`src/rtl/imem_arbiter_pkg.sv`:
```
`default_nettype none
// ============================================================================
// Module      : imem_pkg
// Description : Shared constants and types for the instruction-memory arbiter.
// Revision    : 1.0 - initial release
// ============================================================================
package imem_pkg;

  localparam int          IMEM_DEPTH  = 400;
  localparam int          IMEM_ADDR_W = 9;
  localparam logic [31:0] NOP_INSTR   = 32'h0000_0000;

  // Owner of the read issued in the previous cycle (whose data is on mem_rdata now)
  typedef enum logic [1:0] {
    OWN_NONE  = 2'd0,
    OWN_FETCH = 2'd1,
    OWN_LOAD  = 2'd2
  } owner_t;

endpackage
`default_nettype wire

```
`src/rtl/imem_arbiter_if.sv`:
```
`default_nettype none
// ============================================================================
// Module      : imem_arbiter_if
// Description : Fetch, loader and memory-side signals of the imem arbiter.
//               slave  = arbiter side, master = requesters / RAM side.
// Revision    : 1.0 - initial release
// ============================================================================
interface imem_arbiter_if
  import imem_pkg::*;
#(
  parameter int ADDR_W = IMEM_ADDR_W
);
  // fetch port
  logic              f_req;
  logic [31:0]       f_addr;
  logic              f_flush;
  logic              f_ready;
  logic              f_valid;
  logic [31:0]       f_instr;
  logic              f_oob;
  // loader port
  logic              l_req;
  logic              l_we;
  logic [ADDR_W-1:0] l_addr;
  logic [31:0]       l_wdata;
  logic              l_gnt;
  logic              l_rvalid;
  logic [31:0]       l_rdata;
  // memory port
  logic              mem_en;
  logic              mem_we;
  logic [ADDR_W-1:0] mem_addr;
  logic [31:0]       mem_wdata;
  logic [31:0]       mem_rdata;

  modport slave (
    input  f_req, f_addr, f_flush,
    output f_ready, f_valid, f_instr, f_oob,
    input  l_req, l_we, l_addr, l_wdata,
    output l_gnt, l_rvalid, l_rdata,
    output mem_en, mem_we, mem_addr, mem_wdata,
    input  mem_rdata
  );

  modport master (
    output f_req, f_addr, f_flush,
    input  f_ready, f_valid, f_instr, f_oob,
    output l_req, l_we, l_addr, l_wdata,
    input  l_gnt, l_rvalid, l_rdata,
    input  mem_en, mem_we, mem_addr, mem_wdata,
    output mem_rdata
  );

endinterface
`default_nettype wire

```
`src/rtl/imem_arbiter.sv`:
```
`default_nettype none
// ============================================================================
// Module      : imem_arbiter
// Description : Shares a single-port synchronous-read instruction RAM between
//               the fetch stage and the program loader. One grant per cycle,
//               bounded fetch starvation, out-of-range handling, fetch flush.
// Revision    : 1.0 - initial release
// ============================================================================
module imem_arbiter
  import imem_pkg::*;
#(
  parameter int DEPTH        = IMEM_DEPTH,
  parameter int ADDR_W       = IMEM_ADDR_W,
  parameter int STARVE_LIMIT = 8
) (
  input  logic           clk,
  input  logic           reset,
  imem_arbiter_if.slave  bus
);

  localparam int              c_cnt_w      = $clog2(STARVE_LIMIT + 1);
  localparam logic [c_cnt_w-1:0] c_starve_max = c_cnt_w'(STARVE_LIMIT);
  localparam logic [31:0]     c_depth      = 32'(DEPTH);

  owner_t             r_owner;
  logic [c_cnt_w-1:0] r_starve_cnt;
  logic               r_resp_oob;
  logic [31:0]        r_f_instr;
  logic [31:0]        r_l_rdata;

  logic               w_f_in_range;
  logic               w_l_in_range;
  logic               w_starved;
  logic               w_f_gnt;
  logic               w_l_gnt;
  logic               w_f_valid;
  logic               w_l_valid;
  logic [31:0]        w_resp_data;
  owner_t             w_owner_nxt;

  assign w_f_in_range = bus.f_addr < c_depth;
  assign w_l_in_range = {{(32-ADDR_W){1'b0}}, bus.l_addr} < c_depth;
  assign w_starved    = (r_starve_cnt == c_starve_max);

  // Grant: loader has priority unless fetch has waited STARVE_LIMIT loader grants.
  // Grants are forced off while reset is held so every output reads 0.
  assign w_f_gnt = !reset && bus.f_req && (!bus.l_req || w_starved);
  assign w_l_gnt = !reset && bus.l_req && !w_f_gnt;

  assign bus.f_ready = w_f_gnt;
  assign bus.l_gnt   = w_l_gnt;

  // Memory drive for the granted in-range access; idle bus is all zero
  always_comb begin
    bus.mem_en    = 1'b0;
    bus.mem_we    = 1'b0;
    bus.mem_addr  = '0;
    bus.mem_wdata = '0;
    if (w_f_gnt && w_f_in_range) begin
      bus.mem_en   = 1'b1;
      bus.mem_addr = bus.f_addr[ADDR_W-1:0];
    end else if (w_l_gnt && w_l_in_range) begin
      bus.mem_en    = 1'b1;
      bus.mem_we    = bus.l_we;
      bus.mem_addr  = bus.l_addr;
      bus.mem_wdata = bus.l_wdata;
    end
  end

  // Owner of this cycle's read; writes leave no response behind
  always_comb begin
    w_owner_nxt = OWN_NONE;
    if (w_f_gnt)
      w_owner_nxt = OWN_FETCH;
    else if (w_l_gnt && !bus.l_we)
      w_owner_nxt = OWN_LOAD;
  end

  // Response path: data arrives from the RAM one cycle after grant; an
  // out-of-range read returns NOP_INSTR instead of whatever the RAM shows.
  assign w_resp_data = r_resp_oob ? NOP_INSTR : bus.mem_rdata;
  assign w_f_valid   = (r_owner == OWN_FETCH) && !bus.f_flush;
  assign w_l_valid   = (r_owner == OWN_LOAD);

  assign bus.f_valid  = w_f_valid;
  assign bus.f_instr  = w_f_valid ? w_resp_data : r_f_instr;
  assign bus.f_oob    = w_f_valid && r_resp_oob;
  assign bus.l_rvalid = w_l_valid;
  assign bus.l_rdata  = w_l_valid ? w_resp_data : r_l_rdata;

  // Owner tracking and out-of-range tag for the response due next cycle
  always_ff @(posedge clk or posedge reset) begin
    if (reset) begin
      r_owner    <= OWN_NONE;
      r_resp_oob <= 1'b0;
    end else begin
      r_owner    <= w_owner_nxt;
      r_resp_oob <= w_f_gnt ? !w_f_in_range : (w_l_gnt && !w_l_in_range);
    end
  end

  // Starvation counter: loader grants taken while fetch waits, saturating
  always_ff @(posedge clk or posedge reset) begin
    if (reset)
      r_starve_cnt <= '0;
    else if (w_f_gnt || !bus.f_req)
      r_starve_cnt <= '0;
    else if (w_l_gnt && !w_starved)
      r_starve_cnt <= r_starve_cnt + 1'b1;
  end

  // Data outputs hold the last delivered response while valid is low
  always_ff @(posedge clk or posedge reset) begin
    if (reset) begin
      r_f_instr <= '0;
      r_l_rdata <= '0;
    end else begin
      if (w_f_valid) r_f_instr <= w_resp_data;
      if (w_l_valid) r_l_rdata <= w_resp_data;
    end
  end

endmodule
`default_nettype wire

```
`src/flat_wrapper.sv`:
```
// flat-port wrapper written by rule: the top's interface ports become plain ports
module imem_arbiter_flat import imem_pkg::*;
#(
  parameter int DEPTH        = IMEM_DEPTH,
  parameter int ADDR_W       = IMEM_ADDR_W,
  parameter int STARVE_LIMIT = 8
)
  (clk, reset, bus_f_req, bus_f_addr, bus_f_flush, bus_f_ready, bus_f_valid, bus_f_instr, bus_f_oob, bus_l_req, bus_l_we, bus_l_addr, bus_l_wdata, bus_l_gnt, bus_l_rvalid, bus_l_rdata, bus_mem_en, bus_mem_we, bus_mem_addr, bus_mem_wdata, bus_mem_rdata);
  imem_arbiter_if #(.ADDR_W(ADDR_W)) bus_i ();
  input  logic clk;
  input  logic reset;
  input wire logic [$bits(bus_i.f_req)-1:0] bus_f_req;
  input wire logic [$bits(bus_i.f_addr)-1:0] bus_f_addr;
  input wire logic [$bits(bus_i.f_flush)-1:0] bus_f_flush;
  output wire logic [$bits(bus_i.f_ready)-1:0] bus_f_ready;
  output wire logic [$bits(bus_i.f_valid)-1:0] bus_f_valid;
  output wire logic [$bits(bus_i.f_instr)-1:0] bus_f_instr;
  output wire logic [$bits(bus_i.f_oob)-1:0] bus_f_oob;
  input wire logic [$bits(bus_i.l_req)-1:0] bus_l_req;
  input wire logic [$bits(bus_i.l_we)-1:0] bus_l_we;
  input wire logic [$bits(bus_i.l_addr)-1:0] bus_l_addr;
  input wire logic [$bits(bus_i.l_wdata)-1:0] bus_l_wdata;
  output wire logic [$bits(bus_i.l_gnt)-1:0] bus_l_gnt;
  output wire logic [$bits(bus_i.l_rvalid)-1:0] bus_l_rvalid;
  output wire logic [$bits(bus_i.l_rdata)-1:0] bus_l_rdata;
  output wire logic [$bits(bus_i.mem_en)-1:0] bus_mem_en;
  output wire logic [$bits(bus_i.mem_we)-1:0] bus_mem_we;
  output wire logic [$bits(bus_i.mem_addr)-1:0] bus_mem_addr;
  output wire logic [$bits(bus_i.mem_wdata)-1:0] bus_mem_wdata;
  input wire logic [$bits(bus_i.mem_rdata)-1:0] bus_mem_rdata;
  assign bus_i.f_req = bus_f_req;
  assign bus_i.f_addr = bus_f_addr;
  assign bus_i.f_flush = bus_f_flush;
  assign bus_f_ready = bus_i.f_ready;
  assign bus_f_valid = bus_i.f_valid;
  assign bus_f_instr = bus_i.f_instr;
  assign bus_f_oob = bus_i.f_oob;
  assign bus_i.l_req = bus_l_req;
  assign bus_i.l_we = bus_l_we;
  assign bus_i.l_addr = bus_l_addr;
  assign bus_i.l_wdata = bus_l_wdata;
  assign bus_l_gnt = bus_i.l_gnt;
  assign bus_l_rvalid = bus_i.l_rvalid;
  assign bus_l_rdata = bus_i.l_rdata;
  assign bus_mem_en = bus_i.mem_en;
  assign bus_mem_we = bus_i.mem_we;
  assign bus_mem_addr = bus_i.mem_addr;
  assign bus_mem_wdata = bus_i.mem_wdata;
  assign bus_i.mem_rdata = bus_mem_rdata;
  imem_arbiter #(.DEPTH(DEPTH), .ADDR_W(ADDR_W), .STARVE_LIMIT(STARVE_LIMIT)) u_core (.clk(clk), .reset(reset), .bus(bus_i));
endmodule
```
`config.mk`:
```
export PLATFORM = sky130hd
export DESIGN_NAME = imem_arbiter_flat
export DESIGN_NICKNAME = d
export VERILOG_FILES = /design/src/rtl/imem_arbiter_pkg.sv /design/src/rtl/imem_arbiter_if.sv /design/src/rtl/imem_arbiter.sv /design/src/flat_wrapper.sv
export SDC_FILE = /design/constraint.sdc
export NUM_CORES = 1
export LEC_CHECK = 0
export BUFFER_PORTS_ARGS = -buffer_cell sky130_fd_sc_hd__buf_2
export CAP_MARGIN = 15
export CELL_PAD_IN_SITES_DETAIL_PLACEMENT = 2
export CELL_PAD_IN_SITES_GLOBAL_PLACEMENT = 2
export CORE_MARGIN = 8
export CORE_UTILIZATION = 22
export DETAILED_ROUTE_END_ITERATION = 8
export PLACE_DENSITY = 0.85
export SYNTH_ARGS = -nofsm -noshare
export SYNTH_HDL_FRONTEND = slang
export SYNTH_SLANG_ARGS = --single-unit
```
`constraint.sdc`:
```
create_clock -name clk -period 4.25 [get_ports clk]
set_clock_uncertainty 0.1 [all_clocks]
set_input_delay 0.425 -clock clk [delete_from_list [all_inputs] [get_ports clk]]
set_output_delay 0.425 -clock clk [all_outputs]
set_load 0.02 [all_outputs]
```
======== After elaboration in Yosys (flattened, before gate mapping) ========
Index checks and enable logic that the tools add are counted.
storage, ports and cells
  register bits after elaboration ......... 71
  bits of input ports ..................... 111
  output and inout port bits .............. 112
  logic and storage cells ................. 50
cells by class
  $add $sub $neg .......................... 1
  order comparisons ....................... 2
  eq/ne operators ......................... 3
  multiplexer cells ....................... 16
  reduce and logical (&&, ||, !) cells .... 23
operators with widths
  operator             number
  $mux 32              5
  $lt 32x9->1 const B  1
  $mux 9               2
  $logic_and 1x1->1    11
  $logic_not 1->1      9
  $lt 9x9->1 const B   1
  $mux 4               2
  $mux 1               5
  $add 4x1->4 const B  1
  $eq 4x4->1 const B   1
  $mux 2               2
  $eq 2x1->1 const B   1
  $eq 2x2->1 const B   1
  $logic_or 1x1->1     2
  $reduce_bool 2->1    1

======== Logic depth before layout (Yosys ltp) ========
  depth after elaboration ................. 8
  depth in mapped cells ................... 8
  gate-level depth less buffers ........... 6

======== Worst setup path after synthesis ========
Ideal clock, no wire load.
  path type ............................... in2out
  start point ............................. input reset
  end point ............................... output bus_mem_wdata[10]
  arrival ................................. 3.132 ns
  data required time ...................... 3.725 ns
  path slack .............................. 0.593 ns
  stages .................................. 6
  buffers on the path ..................... 2
  cells stage by stage .................... inv_1 -> o211ai_1 -> nor2b_1 -> buf_2 -> clkbuf_1 -> and2_1
on the way
  word-level cells in the longest chain between the ends .. 8
  elaborated cells between the ends (all ways) .. 10
RTL lines
  element                         line                                    text
  start: declaration              flat_wrapper.sv:11                      input logic reset;
  $logic_not 1->1 *               imem_arbiter.sv:47, imem_arbiter.sv:48
  $logic_and 1x1->1 (2 in a row)  imem_arbiter.sv:47                      assign w_f_gnt = !reset && bus.f_req && (!bus.l_req || w_starved);
  $logic_not 1->1                 imem_arbiter.sv:48                      assign w_l_gnt = !reset && bus.l_req && !w_f_gnt;
  $logic_and 1x1->1               imem_arbiter.sv:48
  $logic_and 1x1->1               imem_arbiter.sv:62                      end else if (w_l_gnt && w_l_in_range) begin
  $mux 32                         imem_arbiter.sv:62
  $mux 32 *                       imem_arbiter.sv:59                      if (w_f_gnt && w_f_in_range) begin
  end: declaration                flat_wrapper.sv:29                      output wire logic [$bits(bus_i.mem_wdata)-1:0] bus_mem_wdata;
Mark *: on every way between the ends. The rest lies on a longest branch, timed or not.

======== Worst setup path after layout ========
  start point ............................. register u_core.r_starve_cnt[0]
  end point ............................... output bus_mem_en
on the way
  word-level cells in the longest chain between the ends .. 8
  elaborated cells between the ends (all ways) .. 9
RTL lines
  element                   line                 text
  start: declaration        imem_arbiter.sv:26   logic [c_cnt_w-1:0] r_starve_cnt;
  start signal: assignment  imem_arbiter.sv:109  r_starve_cnt <= r_starve_cnt + 1'b1;
  $eq 4x4->1 *              imem_arbiter.sv:43   assign w_starved = (r_starve_cnt == c_starve_max);
  $logic_or 1x1->1 *        imem_arbiter.sv:47
  $logic_and 1x1->1 *       imem_arbiter.sv:47
  $logic_not 1->1           imem_arbiter.sv:48
  $logic_and 1x1->1         imem_arbiter.sv:48
  $logic_and 1x1->1         imem_arbiter.sv:62
  $mux 1                    imem_arbiter.sv:62
  $mux 1 *                  imem_arbiter.sv:59
  end: declaration          flat_wrapper.sv:26   output wire logic [$bits(bus_i.mem_en)-1:0] bus_mem_en;
Marked as above.

==> impl_metrics.ini <==
[grt]
grtUsageTotal_pct = 14.5
overflow = 0
grt_pass1_vias = 3918
global_route_wire_length_before_repair_um = 20800
grt_antenna_before_repair = 1
grt_start_max_net_pins = 74

[sta]
tightestPinTransition_ns = 0.983
final_hold_viol_count = 0
final.period_utilization_pct = 68.0
report.final.setup_viol = 0
setup-tns-final_ns = 0
final_max_slew_viol_count = 0
rsz0062_at_grt = false
timing.max_slew.rel_slack_pct = 34.5
fmax_ghz = 0.346
final.min_clock_period_ns = 2.89

[logic_synthesis]
synth_xor_area_share_pct = 0.818
post-synth-top-count-cell = sky130_fd_sc_hd__dfrtp_1
synth-compound-area-share_pct = 14.1
synth_edf_count = 0
synthAdderAreaFrac_pct = 0.779
netlist_top_cells_count = sky130_fd_sc_hd__dfrtp_1 (71), sky130_fd_sc_hd__nand2_1 (66), sky130_fd_sc_hd__o21ai_0 (64), sky130_fd_sc_hd__and2_1 (34), sky130_fd_sc_hd__nand2b_1 (33)
sequential_fraction_of_the_synthesis_area_pct = 55.3
netlist_area_mm2 = 0.00321
multiplexer_share_of_the_synthesized_area_pct = 0
synth_simple_gate_area_share_pct = 25.2
synth-seq-cells = 71
dominant_combinational_cell_family_by_area_after_synthesis = simple AND/OR/NAND/NOR gates
ys_types = 29
fraction_of_synthesis_flops_using_an_asynchronous_set_or_reset_pin_pct = 100
synth.largest_area_cell = sky130_fd_sc_hd__dfrtp_1
ys_warns = 0
syn_inst = 339
syn-num-nets = 452
yosysTopAreaCellShare_pct = 55.3
postSynthAreaPerCell_um2 = 9.47
synthTopCellsByArea = sky130_fd_sc_hd__dfrtp_1 (55%), sky130_fd_sc_hd__o21ai_0 (10%), sky130_fd_sc_hd__nand2_1 (7.7%)
synthFlopType = sky130_fd_sc_hd__dfrtp_1

[floorplan]
rows = 44
floorplan.die.height_um = 137
coreArea_mm2 = 0.0144
die_span_x_um = 137
initial_core_utilization_pct = 22.3
io_pins = 223
floorplan.die_area_mm2 = 0.0187

[min_path]
min_path_cells = 2
whs_endpoint = u_core.r_owner[1]
min_from = bus_l_we
worst_hold_check_path_type = primary input to flip-flop

[final_layout]
areaGrowthSynthToFinish_pct = 50.0
multi_input_area_mm2 = 0.00132
layout.area.seq_mm2 = 0.00178
finalNetCount = 667
layout.filler_cells = 1665
share_of_cells_above_drive_strength_1_pct = 44.5
post_layout_nonfiller_instances = 743
num_antenna_cells = 0

[placed_design]
place.port_buffers = 222
post-place-cells = 725
globalplace.congestion = 0.747
hpwlAfterDp_um = 11000

[setup_path]
worstPathRequired_ns = 3.72
worstPathArrival_ns = 2.36
worst_setup_path_end_kind = output port
crit_chain = inv_1, ha_1, nand3b_4, o211ai_1, nor2b_2, buf_4, or2_2, buf_2
regToRegStartpoint = u_core.r_owner[1]
r2r.worst_path.cells = 3
ff2ff_setup_slack_ns = 2.40
critical_path.max_fanout = 42
timing.critical_path.from_type = flip-flop
timing.rr.end = u_core.r_f_instr[24]
cp_slowest_stage_delay_ns = 0.42
worst_path_class_setup = flip-flop to output port
crit_path_top_delay_cell = sky130_fd_sc_hd__dfrtp_1
worst-path-stages = 8
worst_path_dominant_cell_family = simple AND/OR/NAND/NOR gates
cp.buffers_inverters = 3

[cts]
post_cts_buffers = 0
ctsLongestPathBuffers = 2
worst_skew_pair.late_latency_ns = 0.33
cts_tree = yes
cts.hold.buffers_added = 0
ctsHtreeMaxLevel = 3
cts_sinks = 71
cts_resized = 0
clkTransAtPathRegs_ns = 0.06
clk_root_buffer_cell = sky130_fd_sc_hd__clkbuf_16
number_of_buffers_inserted_during_clock_tree_synthesis = 9

[power_and_ir_drop]
cellPowerDensity_mw_per_mm2 = 452
vdd_ir_drop_max_mv = 0.184
totalPowerFinal_mw = 2.18
total_leakage_power_nw = 2.68

[drt]
post_drt_wl_per_cell_um = 18.5
drt-vias-per-instance = 4.49
drc = 0
postRouteWirelength_um = 13800
detailedRoute.firstPassIterationCount = 4
detailedRoute.firstIterationViolations = 80
vias = 3333
antenna_left = 0

[status]
outcome = finished clean

[flow_run]
maxCapViolCount = 0
## power breakdown
group / internal, mW / switching (mW)
sequential: 0.797 / 0.0421
clock: 0.458 / 0.282
combinational: 0.194 / 0.405
total: 1.45 / 0.730
## cells by family (layout without fill, tap and decap cells)
logic type | count (synthesis) | after routing
xor+xnor | 3 | 3
simple gates | 154 | 154
fa+ha+maj | 2 | 2
flops | 71 | 71
compound gates | 79 | 79
buf+inv | 30 | 250
## worst max path at each step
stage / slack [ns] / start / endpoint
detailed placement: 1.50 / bus_f_flush / bus_f_instr[24]
floorplan: 0.59 / reset / bus_mem_wdata[10]
finish: 1.36 / u_core.r_starve_cnt[0] / bus_mem_en
global route: 1.23 / u_core.r_starve_cnt[0] / bus_mem_en
CTS: 1.22 / u_core.r_owner[1] / bus_f_instr[24]
global placement: 1.67 / bus_f_flush / bus_f_instr[11]
## per-stage QoR
step / cell area, um2 / setup WS, ns / hold WS, ns / util (%)
final: 4820 / 1.36 / 0.167 / 33.4
after global routing: 4820 / 1.23 / 0.145 / 33.4
after CTS: 4780 / 1.22 / 0.145 / 33.1
after detailed placement: 4480 / 1.50 / 0.377 / 31.1
after global placement: 4480 / 1.67 / 0.367 / 31.1
after floorplan: 3210 / 0.593 / 0.391 / -
## area by class of cell
type                       count  area share, %
clock buffer                  14           5.90
clock inverter                 2          0.260
inverter                       8          0.623
multi-input combinational    238           27.4
sequential                    71           36.9
tap                          184           4.78
timing repair buffer         226           24.2
## registers in the layout (all words and copies together), names as in the netlist
signal               flops
u_core.r_resp_oob        1
u_core.r_starve_cnt      4
u_core.r_f_instr        32
u_core.r_owner           2
u_core.r_l_rdata        32
## cell usage in the layout, fill, tap and decap left out
cell type and count:
sky130_fd_sc_hd__inv_1 7, sky130_fd_sc_hd__a22o_1 9, sky130_fd_sc_hd__dfrtp_1 71, sky130_fd_sc_hd__nor2_1 5
sky130_fd_sc_hd__nor2b_1 1, sky130_fd_sc_hd__o311ai_0 1, sky130_fd_sc_hd__o211ai_1 1, sky130_fd_sc_hd__buf_4 2
sky130_fd_sc_hd__nor2b_2 1, sky130_fd_sc_hd__buf_2 222, sky130_fd_sc_hd__a21oi_1 1, sky130_fd_sc_hd__o22ai_1 1
sky130_fd_sc_hd__inv_2 1, sky130_fd_sc_hd__o311ai_1 1, sky130_fd_sc_hd__buf_12 2, sky130_fd_sc_hd__nor3_4 1
sky130_fd_sc_hd__or2_2 1, sky130_fd_sc_hd__a211o_4 1, sky130_fd_sc_hd__or3b_2 1, sky130_fd_sc_hd__nor4_1 5
sky130_fd_sc_hd__clkbuf_1 1, sky130_fd_sc_hd__xor2_1 2, sky130_fd_sc_hd__o21ai_0 64, sky130_fd_sc_hd__nor3_1 1
sky130_fd_sc_hd__clkbuf_16 9, sky130_fd_sc_hd__nand3b_4 1, sky130_fd_sc_hd__nand4_1 2, sky130_fd_sc_hd__xnor2_1 1
sky130_fd_sc_hd__nand2b_1 32, sky130_fd_sc_hd__nand2_1 66, sky130_fd_sc_hd__clkinvlp_4 1, sky130_fd_sc_hd__nand3_1 2
sky130_fd_sc_hd__and2_1 34, sky130_fd_sc_hd__nand2b_2 1, sky130_fd_sc_hd__ha_1 2, sky130_fd_sc_hd__clkinv_2 1
sky130_fd_sc_hd__clkbuf_8 4
## worst reg2reg max path: stages (launching register included)
cell,delay [ns]
sky130_fd_sc_hd__dfrtp_1,0.40
sky130_fd_sc_hd__or3b_2,0.63
sky130_fd_sc_hd__buf_12,0.24
sky130_fd_sc_hd__o21ai_0,0.36
## routing by layer
metal | track usage (%) | vias to the layer above | routed length (um)
met3 | 6.90 | 16 | 1510
met2 | 26.5 | 162 | 7170
met5 | 0 | - | 10
met1 | 14.0 | 1603 | 4890
met4 | 4.53 | 2 | 180
li1 | - | 1550 | -
Power figures use the tool's default switching activity.
